File: config.mk
export PLATFORM = sky130hd
export DESIGN_NAME = lc3_mem_arbiter
export DESIGN_NICKNAME = d
export VERILOG_FILES = /design/src/rtl/lc3_arb_pkg.sv /design/src/rtl/lc3_arb_watchdog.sv /design/src/rtl/lc3_mem_arbiter.sv
export SDC_FILE = /design/constraint.sdc
export NUM_CORES = 1
export LEC_CHECK = 0
export BUFFER_PORTS_ARGS = -buffer_cell sky130_fd_sc_hd__buf_2
export CORE_UTILIZATION = 43
export DETAILED_ROUTE_END_ITERATION = 6
export GPL_TIMING_DRIVEN = 0
export HOLD_SLACK_MARGIN = 0.06
export PLACE_DENSITY = 0.76
export SLEW_MARGIN = 20
export SYNTH_ARGS = -nofsm -noshare
export SYNTH_HDL_FRONTEND = slang
export SYNTH_SLANG_ARGS = --single-unit
File: constraint.sdc
create_clock -name clk -period 1.6 [get_ports clk]
set_input_delay 0.16 -clock clk [delete_from_list [all_inputs] [get_ports clk]]
set_output_delay 0.16 -clock clk [all_outputs]
set_load 0.03 [all_outputs]
File: src/rtl/lc3_arb_pkg.sv
// Shared types and constants for the LC3 fetch/data memory arbiter.
package lc3_arb_pkg;

    typedef enum logic [1:0] {
        IDLE,
        INST_WAIT,
        DATA_WAIT,
        RESP
    } arb_state_e;

    typedef enum logic {
        GNT_INST,
        GNT_DATA
    } arb_grant_e;

    localparam logic [15:0] BAD_DATA = 16'hDEAD;

endpackage

File: src/rtl/lc3_arb_watchdog.sv
// Memory-ack watchdog for lc3_mem_arbiter; only built with LC3_ARB_TIMEOUT_EN.
module lc3_arb_watchdog #(
    parameter int unsigned TIMEOUT_CYCLES = 64
) (
    input  logic clk,
    input  logic reset,
    input  logic clear,
    input  logic run,
    output logic expire
);

    localparam int unsigned CW = $clog2(TIMEOUT_CYCLES);

    logic [CW-1:0] cnt;

    always_ff @(posedge clk or negedge reset) begin
        if (!reset) begin
            cnt <= '0;
        end else if (clear) begin
            cnt <= '0;
        end else if (run) begin
            cnt <= cnt + CW'(1);
        end
    end

    // Fires on the TIMEOUT_CYCLES-th waiting cycle that saw no ack.
    assign expire = run && (cnt == CW'(TIMEOUT_CYCLES - 1));

endmodule

File: src/rtl/lc3_mem_arbiter.sv
// Shares one single-ported 64Kx16 memory between the LC3 fetch and data ports.
// Define LC3_ARB_TIMEOUT_EN to add the ack watchdog and the sticky arb_err flag.
module lc3_mem_arbiter
    import lc3_arb_pkg::*;
#(
    parameter int unsigned ADDR_W         = 16,
    parameter int unsigned DATA_W         = 16,
    parameter int unsigned STARVE_MAX     = 4,
    parameter int unsigned TIMEOUT_CYCLES = 64
) (
    input  logic              clk,
    input  logic              reset,
    input  logic              instrmem_rd,
    input  logic [ADDR_W-1:0] pc,
    output logic [DATA_W-1:0] Instr_dout,
    output logic              complete_instr,
    input  logic              data_req,
    input  logic              Data_rd,
    input  logic [ADDR_W-1:0] Data_addr,
    input  logic [DATA_W-1:0] Data_din,
    output logic [DATA_W-1:0] Data_dout,
    output logic              complete_data,
    output logic              mem_req,
    output logic              mem_we,
    output logic [ADDR_W-1:0] mem_addr,
    output logic [DATA_W-1:0] mem_wdata,
    input  logic [DATA_W-1:0] mem_rdata,
    input  logic              mem_ack,
    output logic              arb_err
);

    localparam int unsigned   SW         = $clog2(STARVE_MAX + 1);
    localparam logic [SW-1:0] STARVE_LIM = SW'(STARVE_MAX);

    if (STARVE_MAX < 1 || TIMEOUT_CYCLES < 2) begin : g_bad_cfg
        $error("lc3_mem_arbiter: STARVE_MAX must be >= 1 and TIMEOUT_CYCLES >= 2");
    end

    arb_state_e    state;
    arb_grant_e    grant;
    logic [SW-1:0] starve_cnt;
    logic          any_req;
    logic          issue;
    logic          waiting;
    logic          expire;

    assign any_req = instrmem_rd | data_req;
    assign issue   = (state == IDLE) && any_req;
    assign waiting = (state == INST_WAIT) || (state == DATA_WAIT);

    // Data has priority; a fetch that has watched STARVE_MAX data grants goes next.
    always_comb begin
        grant = GNT_DATA;
        if (instrmem_rd && (!data_req || starve_cnt == STARVE_LIM)) begin
            grant = GNT_INST;
        end
    end

`ifdef LC3_ARB_TIMEOUT_EN
    lc3_arb_watchdog #(
        .TIMEOUT_CYCLES(TIMEOUT_CYCLES)
    ) u_watchdog (
        .clk   (clk),
        .reset (reset),
        .clear (issue),
        .run   (waiting && !mem_ack),
        .expire(expire)
    );

    always_ff @(posedge clk or negedge reset) begin
        if (!reset) begin
            arb_err <= 1'b0;
        end else if (expire) begin
            arb_err <= 1'b1;
        end
    end
`else
    assign expire  = 1'b0;
    assign arb_err = 1'b0;
`endif

    always_ff @(posedge clk or negedge reset) begin
        if (!reset) begin
            state          <= IDLE;
            starve_cnt     <= '0;
            mem_req        <= 1'b0;
            mem_we         <= 1'b0;
            mem_addr       <= '0;
            mem_wdata      <= '0;
            Instr_dout     <= '0;
            Data_dout      <= '0;
            complete_instr <= 1'b0;
            complete_data  <= 1'b0;
        end else begin
            complete_instr <= 1'b0;
            complete_data  <= 1'b0;
            case (state)
                IDLE: begin
                    if (any_req) begin
                        mem_req <= 1'b1;
                        if (grant == GNT_INST) begin
                            mem_we     <= 1'b0;
                            mem_addr   <= pc;
                            starve_cnt <= '0;
                            state      <= INST_WAIT;
                        end else begin
                            mem_we    <= ~Data_rd;
                            mem_addr  <= Data_addr;
                            mem_wdata <= Data_din;
                            state     <= DATA_WAIT;
                            if (instrmem_rd && starve_cnt != STARVE_LIM) begin
                                starve_cnt <= starve_cnt + SW'(1);
                            end
                        end
                    end
                end
                INST_WAIT: begin
                    if (mem_ack || expire) begin
                        mem_req        <= 1'b0;
                        Instr_dout     <= mem_ack ? mem_rdata : DATA_W'(BAD_DATA);
                        complete_instr <= 1'b1;
                        state          <= RESP;
                    end
                end
                DATA_WAIT: begin
                    if (mem_ack || expire) begin
                        mem_req       <= 1'b0;
                        complete_data <= 1'b1;
                        state         <= RESP;
                        if (!mem_ack) begin
                            Data_dout <= DATA_W'(BAD_DATA);
                        end else if (!mem_we) begin
                            Data_dout <= mem_rdata;
                        end
                    end
                end
                RESP: begin
                    state <= IDLE;
                end
                default: begin
                    state <= IDLE;
                end
            endcase
        end
    end

endmodule

==> flow_metrics.env <==
export IMPL_status="finished, violations left"
export IMPL_violations="setup timing"
export IMPL_avgSynthCellArea_um2=12.9
export IMPL_synth_ff_type="dfrtp_1"
export IMPL_hpwlAfterDp_mm=4.94
export IMPL_place_inst=483
export IMPL_synth_seq_area_share=0.573
export IMPL_cap_violations=0
export IMPL_first_global_vias=2735
export IMPL_wirelength_mm=8.45
export IMPL_cpMaxStageDelayCell="dfrtp_2"
export IMPL_hold_viol=0
export IMPL_via_count=2719
export IMPL_max_freq_mhz=616
export IMPL_synth_edf_count=0
export IMPL_yosysUniqueCellTypes=31
export IMPL_cts_buffers=9
export IMPL_instances_no_fill=554
export IMPL_ios=139
export IMPL_finClkSkew_ns=0.00540
export IMPL_grtUsageMet2=0.390
export IMPL_diodes=0
export IMPL_holdCritPathClass="primary input to flip-flop"
export IMPL_netlist_area_leader_share=0.573
export IMPL_dr_first_iter_drc_count=49
export IMPL_grt_overflow_total=0
export IMPL_syn_area_um2=3190
export IMPL_grt_use_total=0.218
export IMPL_nFillCells=544
export IMPL_crit_family="flip-flops"
export IMPL_grt_use_met1=0.250
export IMPL_fin_crit_sh=1.01
export IMPL_maxSlewViolCount=0
export IMPL_final_nets=527
export IMPL_root_buffer="clkbuf_8"
export IMPL_ys_ff_latch=73
export IMPL_die_h_um=88.1
export IMPL_yosys_area_top_type="dfrtp_1"
export IMPL_synth_area_leaders="dfrtp_1 57%, mux2_2 17%, nand2_1 4.5%"
export IMPL_holdWs_ns=0.0754
export IMPL_clock_sinks=73
export IMPL_crit_type="flip-flop to flip-flop"
export IMPL_synth_cells_most_frequent="73 x dfrtp_1, 49 x mux2_2, 38 x nand2_1, 16 x nand4_1, 10 x o211ai_2"
export IMPL_worstPathArrival_ns=1.85
export IMPL_power_mw=10.1
export IMPL_setup_violations=5
export IMPL_crit_required_ns=1.83
export IMPL_grt_busiest_layer="met2"
export IMPL_grt_pass1_wl_mm=12.8
export IMPL_startpoint_type="flip-flop"
export IMPL_crit_buf_inv=2
export IMPL_layout_min_cycle_time_ns=1.62
export IMPL_route_detailed_drc=0
export IMPL_cts_tree="done"
export IMPL_critPathMaxFanout=5
export IMPL_worst_path_largest_cell_delay_ns=0.46
export IMPL_h_tree_depth=3
export IMPL_core_area_um2=7210
export IMPL_synth_nets=324
export IMPL_rsz0062_at_grt="yes"
export IMPL_postRouteAntennaNets=0
export IMPL_die_area_um2=7760
export IMPL_port_buffers=136
export IMPL_cp_end_kind="flip-flop"
export IMPL_final_cell_area_um2=4890
export IMPL_clock_path_buffers=2
export IMPL_path_clk_slew_ns=0.08
export IMPL_yosysMostFrequentCell="dfrtp_1"
export IMPL_peakVddDrop_v=0.000819
export IMPL_area_growth_synth_to_final_pct=53.4
export IMPL_drive_above_1_share=0.565
export IMPL_async_reset_ff_frac=1.00
export IMPL_synth_warning_count=0
export IMPL_grtUsageMet3=0.0528
export IMPL_p_leak_nw=2.44
export IMPL_routed_via_density=4.91
export IMPL_path_cells="inv_4, ha_4, nand2_4, a31oi_4, buf_6, mux2_2"
export IMPL_antenna_found_initial=0
export IMPL_finalSetupTns_ns=-0.0856
export IMPL_clock_latency_ns=0.35
export IMPL_pwr_density_cell_nw_per_um2=2070
export IMPL_num_rows=31
export IMPL_wire_per_inst_um=15.2
export IMPL_die_w_um=88.1
export IMPL_grt_max_degree=45
export IMPL_start_util=0.442
export IMPL_drt_first_pass_iters=4
export IMPL_gp_congestion=0.759
export IMPL_place_area_um2=4020
export IMPL_netlist_instances=247
export IMPL_fin_ws_ns=-0.0227
## worst paths after layout
check	start	end	slack, ns	cells after the start
min in group asynchronous	reset	Instr_dout[8]	0.29	2
hold / removal	Data_addr[11]	mem_addr[11]	0.08	3
max in group asynchronous	reset	state[1]	0.73	3
setup / recovery	state[1]	mem_wdata[12]	-0.02	6
hold reg to reg	mem_addr[13]	mem_addr[13]	0.49	2
setup reg to reg	state[1]	mem_wdata[12]	-0.02	6
## where the power goes
part	internal [mW]	total (mW)	switching [mW]
sequential	2.76	3.27	0.505
combinational	2.27	5.56	3.29
clock	0.607	1.31	0.703
total	5.63	10.1	4.50
## cell families (layout without fill, tap and decap cells)
logic type / Yosys count / count (layout) / synth area share
adder cells (fa/ha/maj): 7 / 7 / 0.0275
buffers and inverters: 22 / 230 / 0.0385
multiplexers: 51 / 51 / 0.179
AND/OR/NAND/NOR: 64 / 64 / 0.0938
flip-flops: 73 / 73 / 0.573
AO/OA/AOI/OAI: 29 / 29 / 0.0867
other: 1 / 1 / 0.00118
## state kept, by name, summed over array words and instances, names as in the netlist
register / cells
state: 2
mem_we: 1
mem_req: 1
complete_data: 1
complete_instr: 1
mem_wdata: 16
mem_addr: 16
starve_cnt: 3
Data_dout: 16
Instr_dout: 16
## area by class of cell
cell class | count | area, um^2 | area share
Multi-Input combinational cell | 152 | 1340 | 0.274
Clock buffer | 10 | 138 | 0.0281
Timing Repair Buffer | 193 | 1260 | 0.258
Tap cell | 99 | 124 | 0.0253
Sequential cell | 73 | 1830 | 0.374
Buffer | 15 | 128 | 0.0261
Clock inverter | 6 | 43.8 | 0.00896
Inverter | 6 | 25.0 | 0.00512
## layout by cell type (no fill, tap or decap), types with 2 or more instances in the layout
cell / count
o211ai_2: 10
mux2_2: 37
clkbuf_2: 2
clkinv_2: 2
clkbuf_8: 10
clkinv_4: 3
buf_4: 17
mux2i_1: 2
inv_1: 4
nand2_1: 36
buf_6: 7
ha_1: 4
nor2_1: 2
dfrtp_1: 72
o211ai_1: 6
a31oi_1: 2
ha_4: 2
and2_4: 2
nand2_4: 2
nand4_1: 16
buf_2: 136
mux2_4: 12
dlygate4sd3_1: 40
buf_12: 2
nor2b_1: 2
o21ai_0: 2
## through the flow
stage / worst slack, ns / utilization
final: -0.0227 / 0.678
after global routing: -0.0713 / 0.678
after CTS: -0.0241 / 0.664
after detailed placement: -0.234 / 0.557
after global placement: -0.172 / 0.554
after floorplan: -0.00647 / -
## worst reg2reg max path, stage by stage (launching register included)
cell	delay, ns
dfrtp_2	0.46
inv_4	0.09
ha_4	0.17
nand2_4	0.05
a31oi_4	0.23
buf_6	0.17
mux2_2	0.34
## layer usage
metal / vias to the layer above / share of wire
met5: - / 0
met4: 0 / 0.016
met3: 11 / 0.057
met2: 105 / 0.51
met1: 1325 / 0.42
li1: 1278 / -
## what timing repair did
| action | in CTS | in global routing |
|---|---|---|
| resized for setup | 24 | 23 |
| endpoints found under the setup margin | 47 | 47 |
| endpoints found under the hold margin | 82 | 0 |
| setup buffers | 10 | 4 |
| hold buffers | 40 | 0 |
| pin swaps | 0 | 5 |
| gates cloned | 2 | 0 |
(Power assumes the default switching activity.)
